--- config.mk ---
export PLATFORM = sky130hd
export DESIGN_NAME = rps_match_engine
export DESIGN_NICKNAME = d
export VERILOG_FILES = /design/src/rtl/rps_match_engine.sv
export SDC_FILE = /design/constraint.sdc
export NUM_CORES = 1
export LEC_CHECK = 0
export CAP_MARGIN = 25
export CELL_PAD_IN_SITES_DETAIL_PLACEMENT = 2
export CELL_PAD_IN_SITES_GLOBAL_PLACEMENT = 2
export CORE_MARGIN = 1.5
export CORE_UTILIZATION = 32
export CTS_BUF_LIST = sky130_fd_sc_hd__clkbuf_2
export DETAILED_ROUTE_END_ITERATION = 6
export HOLD_SLACK_MARGIN = 0.1
export PLACE_DENSITY = 0.81
export SETUP_SLACK_MARGIN = 0.3
export SLEW_MARGIN = 0
export SYNTH_ARGS = -nofsm -noshare
export SYNTH_HDL_FRONTEND = slang
export SYNTH_SLANG_ARGS = --single-unit
--- constraint.sdc ---
create_clock -name clk -period 2.7 [get_ports clk]
set_input_delay 0.675 -clock clk [delete_from_list [all_inputs] [get_ports clk]]
set_output_delay 0.675 -clock clk [all_outputs]
set_load 0.01 [all_outputs]
--- src/rtl/rps_match_engine.sv ---
// Stone/paper/scissors match controller: captures per-player moves, resolves rounds,
// keeps running scores and a tie count, and declares a winner at WIN_TARGET round wins.
module rps_match_engine #(
    parameter int unsigned WIN_TARGET = 3,
    parameter int unsigned SCORE_W    = 4,
    parameter int unsigned TIMEOUT    = 8
) (
    input  logic               clk,
    input  logic               rst_n,
    input  logic               ena,
    input  logic               start,
    input  logic [1:0]         move_p1,
    input  logic               p1_valid,
    input  logic [1:0]         move_p2,
    input  logic               p2_valid,
    output logic [1:0]         round_result,
    output logic               round_forfeit,
    output logic               round_done,
    output logic [SCORE_W-1:0] p1_score,
    output logic [SCORE_W-1:0] p2_score,
    output logic [SCORE_W-1:0] tie_count,
    output logic               match_done,
    output logic [1:0]         match_winner,
    output logic [1:0]         state_o
);

    localparam int unsigned        CntW    = (TIMEOUT > 1) ? $clog2(TIMEOUT) : 1;
    localparam logic [CntW-1:0]    CntLast = CntW'((TIMEOUT == 0) ? 0 : TIMEOUT - 1);
    localparam logic [SCORE_W-1:0] Target  = SCORE_W'(WIN_TARGET);

    typedef enum logic [1:0] {
        StIdle    = 2'b00,
        StWait    = 2'b01,
        StResolve = 2'b10,
        StDone    = 2'b11
    } state_e;

    typedef enum logic [1:0] {
        ResTie  = 2'b00,
        ResP1   = 2'b01,
        ResP2   = 2'b10,
        ResVoid = 2'b11
    } res_e;

    state_e             state_q;
    logic [1:0]         mv1_q, mv2_q;
    logic               has1_q, has2_q;
    logic [CntW-1:0]    cnt_q;
    res_e               result_q;
    logic               forfeit_q;
    logic               done_q;
    logic [SCORE_W-1:0] p1_score_q, p2_score_q, tie_q;
    logic [1:0]         winner_q;

    logic               cap1, cap2, held1_d, held2_d, first_cap, timeout_hit;
    logic               p1_beats, forfeit;
    res_e               res;
    logic [SCORE_W-1:0] p1_inc, p2_inc;

    always_comb begin
        cap1        = p1_valid & ~has1_q;
        cap2        = p2_valid & ~has2_q;
        held1_d     = has1_q | cap1;
        held2_d     = has2_q | cap2;
        first_cap   = ~has1_q & ~has2_q & (cap1 | cap2);
        // A strobe landing on the expiry edge completes the pair, so no forfeit then.
        timeout_hit = (TIMEOUT != 0) && (has1_q ^ has2_q) && !(held1_d && held2_d)
                      && (cnt_q == CntLast);
        p1_inc      = p1_score_q + SCORE_W'(1);
        p2_inc      = p2_score_q + SCORE_W'(1);
    end

    always_comb begin
        p1_beats = ((mv1_q == 2'd0) && (mv2_q == 2'd2)) ||
                   ((mv1_q == 2'd1) && (mv2_q == 2'd0)) ||
                   ((mv1_q == 2'd2) && (mv2_q == 2'd1));
        forfeit  = has1_q ^ has2_q;
        if (has1_q && !has2_q) begin
            res = ResP1;
        end else if (!has1_q && has2_q) begin
            res = ResP2;
        end else if ((mv1_q == 2'b11) && (mv2_q == 2'b11)) begin
            res = ResVoid;
        end else if (mv1_q == 2'b11) begin
            res = ResP2;
        end else if (mv2_q == 2'b11) begin
            res = ResP1;
        end else if (mv1_q == mv2_q) begin
            res = ResTie;
        end else if (p1_beats) begin
            res = ResP1;
        end else begin
            res = ResP2;
        end
    end

    always_ff @(posedge clk) begin
        if (!rst_n) begin
            state_q    <= StIdle;
            mv1_q      <= '0;
            mv2_q      <= '0;
            has1_q     <= 1'b0;
            has2_q     <= 1'b0;
            cnt_q      <= '0;
            result_q   <= ResTie;
            forfeit_q  <= 1'b0;
            done_q     <= 1'b0;
            p1_score_q <= '0;
            p2_score_q <= '0;
            tie_q      <= '0;
            winner_q   <= 2'b00;
        end else if (!ena) begin
            done_q <= 1'b0;
        end else begin
            done_q <= 1'b0;
            case (state_q)
                StIdle, StDone: begin
                    if (start) begin
                        state_q    <= StWait;
                        p1_score_q <= '0;
                        p2_score_q <= '0;
                        tie_q      <= '0;
                        winner_q   <= 2'b00;
                    end
                end
                StWait: begin
                    if (cap1) begin
                        mv1_q  <= move_p1;
                        has1_q <= 1'b1;
                    end
                    if (cap2) begin
                        mv2_q  <= move_p2;
                        has2_q <= 1'b1;
                    end
                    if (first_cap) begin
                        cnt_q <= '0;
                    end else if (has1_q ^ has2_q) begin
                        cnt_q <= cnt_q + CntW'(1);
                    end
                    if ((held1_d && held2_d) || timeout_hit) begin
                        state_q <= StResolve;
                    end
                end
                StResolve: begin
                    result_q  <= res;
                    forfeit_q <= forfeit;
                    done_q    <= 1'b1;
                    mv1_q     <= '0;
                    mv2_q     <= '0;
                    has1_q    <= 1'b0;
                    has2_q    <= 1'b0;
                    cnt_q     <= '0;
                    state_q   <= StWait;
                    unique case (res)
                        ResP1: begin
                            p1_score_q <= p1_inc;
                            if (p1_inc == Target) begin
                                state_q  <= StDone;
                                winner_q <= 2'b01;
                            end
                        end
                        ResP2: begin
                            p2_score_q <= p2_inc;
                            if (p2_inc == Target) begin
                                state_q  <= StDone;
                                winner_q <= 2'b10;
                            end
                        end
                        ResTie: begin
                            if (tie_q != '1) begin
                                tie_q <= tie_q + SCORE_W'(1);
                            end
                        end
                        ResVoid: ;
                    endcase
                end
                default: state_q <= StIdle;
            endcase
        end
    end

    assign round_result  = result_q;
    assign round_forfeit = forfeit_q;
    assign round_done    = done_q;
    assign p1_score      = p1_score_q;
    assign p2_score      = p2_score_q;
    assign tie_count     = tie_q;
    assign match_done    = (state_q == StDone);
    assign match_winner  = winner_q;
    assign state_o       = state_q;

endmodule

==> results of run 1 <==
-- worst max path at each step --
stage / slack, ns / cells after the start / to
floorplan: 0.61 / 11 / match_winner[0]
global placement: 0.37 / 11 / p1_score[2]
detailed placement: 0.29 / 11 / p1_score[2]
CTS: 0.31 / 11 / match_winner[0]
global route: 0.23 / 8 / p2_score[2]
finish: 0.41 / 8 / p2_score[2]
-- cell type report --
cell class                 count  area, µm²  share of cell area [%]
inverter                      13       48.8                    2.08
timing repair buffer          38        360                    15.4
multi-input combinational    171       1210                    51.8
clock buffer                   5       25.0                    1.07
sequential                    29        592                    25.3
clock inverter                 3       12.5                   0.534
tap                           72       90.1                    3.84
-- flip-flops by register name, summed over array words and instances, names as in the netlist --
register       count
cnt_q              3
has1_q             1
has2_q             1
match_winner       2
mv1_q              2
mv2_q              2
p1_score           4
p2_score           4
round_done         1
round_forfeit      1
round_result       2
state_o            2
tie_count          4
-- through the flow --
| step | power, mW | hold slack [ns] | std cells | util, % |
|---|---|---|---|---|
| final | 0.955 | 0.476 | 331 | 42.8 |
| after floorplan | 0.611 | 0.449 | 220 | - |
| after CTS | 0.939 | 0.483 | 330 | 41.3 |
| after global placement | 0.689 | 0.450 | 320 | 40.2 |
| after detailed placement | 0.696 | 0.457 | 320 | 40.2 |
| after global routing | 1.01 | 0.501 | 331 | 42.8 |
-- timing repair --
| action | in CTS | in global routing |
|---|---|---|
| setup endpoints to repair | 6 | 9 |
| setup buffers | 2 | 1 |
| hold buffers | 0 | 0 |
| resized for setup | 3 | 20 |
| pin swaps | 1 | 4 |
| gates cloned | 0 | 0 |
| endpoints found under the hold margin | 0 | 0 |
-- metal layers --
| layer | part of all wire (%) | vias up | routed length, µm | global-route usage, % |
|---|---|---|---|---|
| met3 | 2.3 | 5 | 132 | 4.53 |
| met5 | 0 | - | 0 | 0 |
| met2 | 50 | 19 | 2880 | 34.1 |
| li1 | - | 858 | - | - |
| met1 | 47 | 899 | 2710 | 24.0 |
| met4 | 1.2 | 0 | 71 | 6.79 |
-- cell families after synthesis --
| family | after synthesis |
|---|---|
| compound gates | 57 |
| xor+xnor | 2 |
| fa+ha+maj | 17 |
| buf+inv | 20 |
| flops | 29 |
| mux | 4 |
| simple gates | 91 |
-- worst register-to-register path: stages, from the launching register on --
cell and delay [ns]:
dfxtp_1 0.50, xor2_2 0.22, a2111oi_4 0.10, nor2_2 0.19, ha_2 0.26, and2_1 0.18
o211ai_1 0.20, or3b_1 0.42, a21oi_1 0.14
-- Yosys cell counts, types with 4 or more instances --
| cell type | instances |
|---|---|
| nand4b_1 | 4 |
| inv_1 | 12 |
| nor3_1 | 6 |
| nor2b_1 | 7 |
| nand2_1 | 20 |
| a211o_1 | 4 |
| o21ai_0 | 9 |
| nand3_1 | 12 |
| dfxtp_1 | 29 |
| o21a_1 | 4 |
| nor2_1 | 14 |
| and2_1 | 5 |
| a21oi_1 | 20 |
| nand2b_1 | 4 |
| mux2i_1 | 4 |
| ha_1 | 17 |
| clkbuf_1 | 5 |
-- where the power goes --
group	switching (mW)	internal, mW	leakage [nW]
Combinational	0.148	0.113	0.592
Sequential	0.0153	0.440	0.237
Clock	0.182	0.0565	0.0278
==> qor.yml, run 1 <==
final_layout:
  final_common_cell: "clkdlybuf4s50_1"
  num-fill-cells: 645
  antenna_cells: 0
  final_net_count: 285
  syn_to_final_growth_pct: 29.5
  mostFrequentLayoutCells: "30 x clkdlybuf4s50_1, 24 x dfxtp_1, 20 x nand2_1, 20 x a21oi_1, 14 x ha_1"
  stdcell_area_um2: 2340
  drive_gt1_share_pct: 14.7
synth:
  synthXorXnorAreaFrac_pct: 0.968
  yosysWarnings: 0
  synth_ff_type: "dfxtp_1"
  ys_types: 48
  yosysTopAreaCellShare_pct: 32.1
  synthMuxAreaShare_pct: 2.21
  postSynth.asyncResetShare_pct: 0
  synth-edff-count: 0
  synth_top_family_by_area: "simple AND/OR/NAND/NOR gates"
  synth_compound_gate_area_share_pct: 20.2
  yosys.area_share.adder_pct: 11.8
  netlist_top_cells_area: "dfxtp_1 32%, ha_1 12%, a21oi_1 5.5%"
  synth_cells: 220
  syn-num-nets: 247
  synthSimpleGateAreaFrac_pct: 28.1
  yosysTopAreaCell: "dfxtp_1"
  ys_ff_latch: 29
  syn_area_um2: 1810
  synth.yosys.seq_area_share_pct: 32.1
  synth.avg_cell_area_um2: 8.22
floorplan:
  start_util_pct: 33.1
  die_w_um: 78.2
  core_region_area_um2: 5470
  die_height_um: 78.2
  io-pin-count: 31
  die-area_um2: 6110
  rows: 27
setup_path:
  reg2reg_to: "p2_score[2]"
  crit_chain: "xor2_2 -> a2111oi_4 -> nor2_2 -> ha_2 -> and2_1 -> o211ai_1 -> or3b_1 -> a21oi_1"
  crit_fanout: 5
  end_kind: "register"
  crit_type: "reg -> reg"
  crit_start: "mv2_q[1]"
  crit_required_ns: 3.02
  r2r_start: "mv2_q[1]"
  critPathMaxStageDelay_ns: 0.50
  path_buf_inv: 0
  cpLargestDelayFamily: "simple AND/OR/NAND/NOR gates"
  startpoint_type: "register"
  reg2reg_slack_ns: 0.41
  r2r_cells: 8
  crit_slowest_cell: "dfxtp_1"
  cp.arrival_ns: 2.61
sta:
  finalHoldViolCount: 0
  rsz0062_at_grt: "no"
  slew_viol_final: 0
  max_freq_mhz: 438
  tightest_slew_ns: 0.811
  skew_ns: 0.0201
  period_needed_ns: 2.29
  max_slew_margin_pct: 45.9
  setup_violations: 0
  setup_ws_ns: 0.414
  tns_ns: 0
  timing.final.crit_share_pct: 84.6
global_routing:
  grt_overflow: 0
  grt_max_degree: 25
  grt_pass1_wl_mm: 9.37
  antenna_found_initial: 0
  grt_pass1_vias: 1893
  grt_usage_pct: 19.7
detailed_routing:
  firstDrtPassIters: 4
  routed_via_density: 5.38
  vias: 1781
  routed_wl_mm: 5.79
  drtIter0Drc: 32
  routed_wire_length_per_instance_um: 17.5
  final_antenna_net_count: 0
  drc: 0
clock_tree:
  cts_tree: "done"
  clkTransAtPathRegs_ns: 0.18
  htreeDepth: 2
  insertion_delay_ns: 0.40
  cts_root_buf: "clkbuf_2"
  clock-sinks: 29
  cts_buffer_depth: 2
  cts-buffers-inserted: 5
power:
  worst_ir_drop_vdd_mv: 0.178
  power.density_nw_per_um2: 407
  leakagePower_nw: 0.857
worst_hold_path:
  worstHoldPathCells: 2
  hold_path.class: "reg -> reg"
  min-delay-start: "match_winner[1]"
  holdPathEnd: "match_winner[1]"
run:
  drv_cap: 0
placed_design:
  post-dp-hpwl_mm: 4.13
  post-place-ws_ns: 0.288
  place_area_um2: 2200
  gp_congestion: 0.766
  numPortBuffers: 30
outcome:
  outcome: "finished clean"
Note: power is estimated with default switching activity, not from simulation.
==> run 2: changes to the inputs <==
CORE_UTILIZATION = 29   (was 32)
PLACE_DENSITY = 0.78   (was 0.81)
clock period = 2.01 ns   (was 2.7 ns; I/O delays follow)
==> qor.yml, run 2 (synthesized netlist as in run 1, its figures left out) <==
detailed_routing:
  wl_met3_um: 244  # +85%
  routed_via_density: 5.40  # +0.30%
  routed_wire_length_per_instance_um: 22.3  # +28%
  drtIter0Drc: 68  # +110%
  wl_met1_mm: 3.39  # +25%
  dr_wl_met2_mm: 4.49  # +56%
  drc: 0  # unchanged
  vias: 2013  # +13%
  top_layer_used: "met4"
  routed_wl_mm: 8.33  # +44%
  firstDrtPassIters: 4  # unchanged
  final_antenna_net_count: 0  # unchanged
placed_design:
  post-dp-hpwl_mm: 4.44  # +7.5%
  numPortBuffers: 30  # unchanged
  dp.cells: 341  # +6.6%
  gp_congestion: 0.809  # +5.7%
global_routing:
  grt_overflow: 0  # unchanged
  grt_pass1_vias: 2070  # +9.4%
  antenna_found_initial: 0  # unchanged
  grt_usage_pct: 22.3  # +2.6 points
  grt_max_degree: 25  # unchanged
  grt_pass1_wl_mm: 11.0  # +17%
clock_tree:
  cts_root_buf: "clkbuf_2"
  clkTransAtPathRegs_ns: 0.20  # +0.02 ns
  cts-buffers-inserted: 5  # unchanged
  cts_tree: "done"
  insertion_delay_ns: 0.44  # +0.04 ns
  clock-sinks: 29  # unchanged
  htreeDepth: 2  # unchanged
  cts_buffer_depth: 2  # unchanged
sta:
  rsz0062_at_grt: "yes"
  timing.final.crit_share_pct: 116  # +31 points
  setup_violations: 14  # +14
  finalHoldViolCount: 0  # unchanged
  slew_viol_final: 0  # unchanged
  skew_ns: 0.0173  # -0.00278 ns
  max_freq_mhz: 431  # -1.6%
  tightest_slew_ns: 0.541  # -0.269 ns
  tns_ns: -2.38  # -2.38 ns
  max_slew_margin_pct: 63.4  # +18 points
  period_needed_ns: 2.32  # +0.0370 ns
  setup_ws_ns: -0.313  # -0.727 ns
setup_path:
  crit_type: "reg -> reg"
  crit_slowest_cell: "dfxtp_4"
  cp.arrival_ns: 2.66  # +0.05 ns
  startpoint_type: "register"
  critPathMaxStageDelay_ns: 0.45  # -0.05 ns
  crit_path_frequent_cell: "buf_6"
  crit_chain: "nor3b_2 -> o21bai_1 -> a31oi_2 -> inv_2 -> ha_4 -> buf_6 -> buf_6 -> a211o_1 -> a32oi_1 -> a21oi_1"
  reg2reg_to: "state_o[1]"
  crit_fanout: 5  # unchanged
  r2r_cells: 10  # +2
  r2r_start: "mv2_q[0]"
  path_buf_inv: 3  # +3
  reg2reg_slack_ns: -0.31  # -0.73 ns
  cpLargestDelayFamily: "compound AO/OA/AOI/OAI gates"
  crit_required_ns: 2.34  # -0.68 ns
  end_kind: "register"
final_layout:
  antenna_cells: 0  # unchanged
  layout.cells.non_filler: 373  # +13%
  drive_gt1_share_pct: 43.6  # +29 points
  fin_util_pct: 49.9  # +7.1 points
  syn_to_final_growth_pct: 64.4
  final_common_cell: "buf_4"
  final_net_count: 324  # +14%
  mostFrequentLayoutCells: "39 x buf_4, 17 x nand2_1, 15 x a21oi_1"
floorplan:
  start_util_pct: 30.4  # -2.7 points
  die_height_um: 82.0  # +4.9%
  core_region_area_um2: 5960  # +8.8%
  die_w_um: 82.0  # +4.9%
  io-pin-count: 31  # unchanged
  die-area_um2: 6720  # +9.9%
  rows: 28  # +3.7%
outcome:
  outcome: "complete, but fails checks"
  violations: "setup timing"
worst_hold_path:
  min-delay-start: "round_result[1]"
  worstHoldPathCells: 2  # unchanged
  hold_path.class: "reg -> reg"
  holdPathEnd: "round_result[1]"
run:
  drv_cap: 0  # unchanged
power:
  leakagePower_nw: 1.29  # +51%
  worst_ir_drop_vdd_mv: 0.331  # +86%
  power.density_nw_per_um2: 588  # +44%
-- run 2: cell types whose count changed in the layout (fill, tap and decap cells not counted), sizes merged --
cell / change
buf: +40
clkinv: -2
dlygate4sd2: +13
o21ai: +1
clkdlybuf4s50: -21
clkbuf: +1
bufinv: +2
dlymetal6s2s: +5
-- run 2: per-stage QoR --
step                hold WS (ns)  worst slack [ns]  power (mW)  instance area, µm²
global placement           0.451           -0.0210       0.998                2420
CTS                        0.485           -0.0811        1.65                2730
global route               0.507            -0.371        1.81                2970
detailed placement         0.462           -0.0720        1.02                2420
finish                     0.493            -0.313        1.75                2970
floorplan                  0.449             0.158       0.845                1890
-- run 2: what timing repair did --
action                                  in CTS  in global routing
pin swaps                                   11                 15
cloned                                       0                  1
setup buffers                               13                 10
endpoints found under the setup margin      39                 30
hold buffers                                 0                  0
resized for setup                           69                 40
-- run 2: power by group --
group / internal [mW] / switching, mW / leakage [nW]
clock network: 0.333 / 0.268 / 0.0529
registers: 0.582 / 0.0190 / 0.248
logic: 0.248 / 0.298 / 0.989
total: 1.16 / 0.586 / 1.29
-- run 2: worst reg2reg max path, stage by stage (launching register included) --
cell and delay (ns):
dfxtp_4 0.45, nor3b_2 0.20, o21bai_1 0.12, a31oi_2 0.28, inv_2 0.11, ha_4 0.20
buf_6 0.12, buf_6 0.11, a211o_1 0.28, a32oi_1 0.24, a21oi_1 0.09
-- run 2: metal layers --
metal  global-route usage [%]  vias up
li1                         -      940
met1                     25.2     1011
met2                     42.6       43
met3                     3.33       19
met4                     6.61        0
met5                        0        -
-- run 2: final cells by class --
cell class,instances,area (µm²)
multi-input cells,172,1440
clock inverters,3,65.1
well taps,75,93.8
inverters,13,51.3
fillers,640,2980
repair buffers,76,666
flip-flops and latches,29,636
clock buffers,5,25.0
-- run 2: how the worst max path moves through the flow --
stage	from	depth (start not counted)	end	slack, ns
2_1_floorplan	mv2_q[0]	9	state_o[1]	0.16
3_3_place_gp	ena	5	p2_score[0]	-0.02
3_5_place_dp	mv1_q[0]	9	match_winner[1]	-0.07
4_1_cts	mv2_q[0]	9	match_winner[0]	-0.08
5_1_grt	mv2_q[0]	10	state_o[1]	-0.37
6_report	mv2_q[0]	10	state_o[1]	-0.31
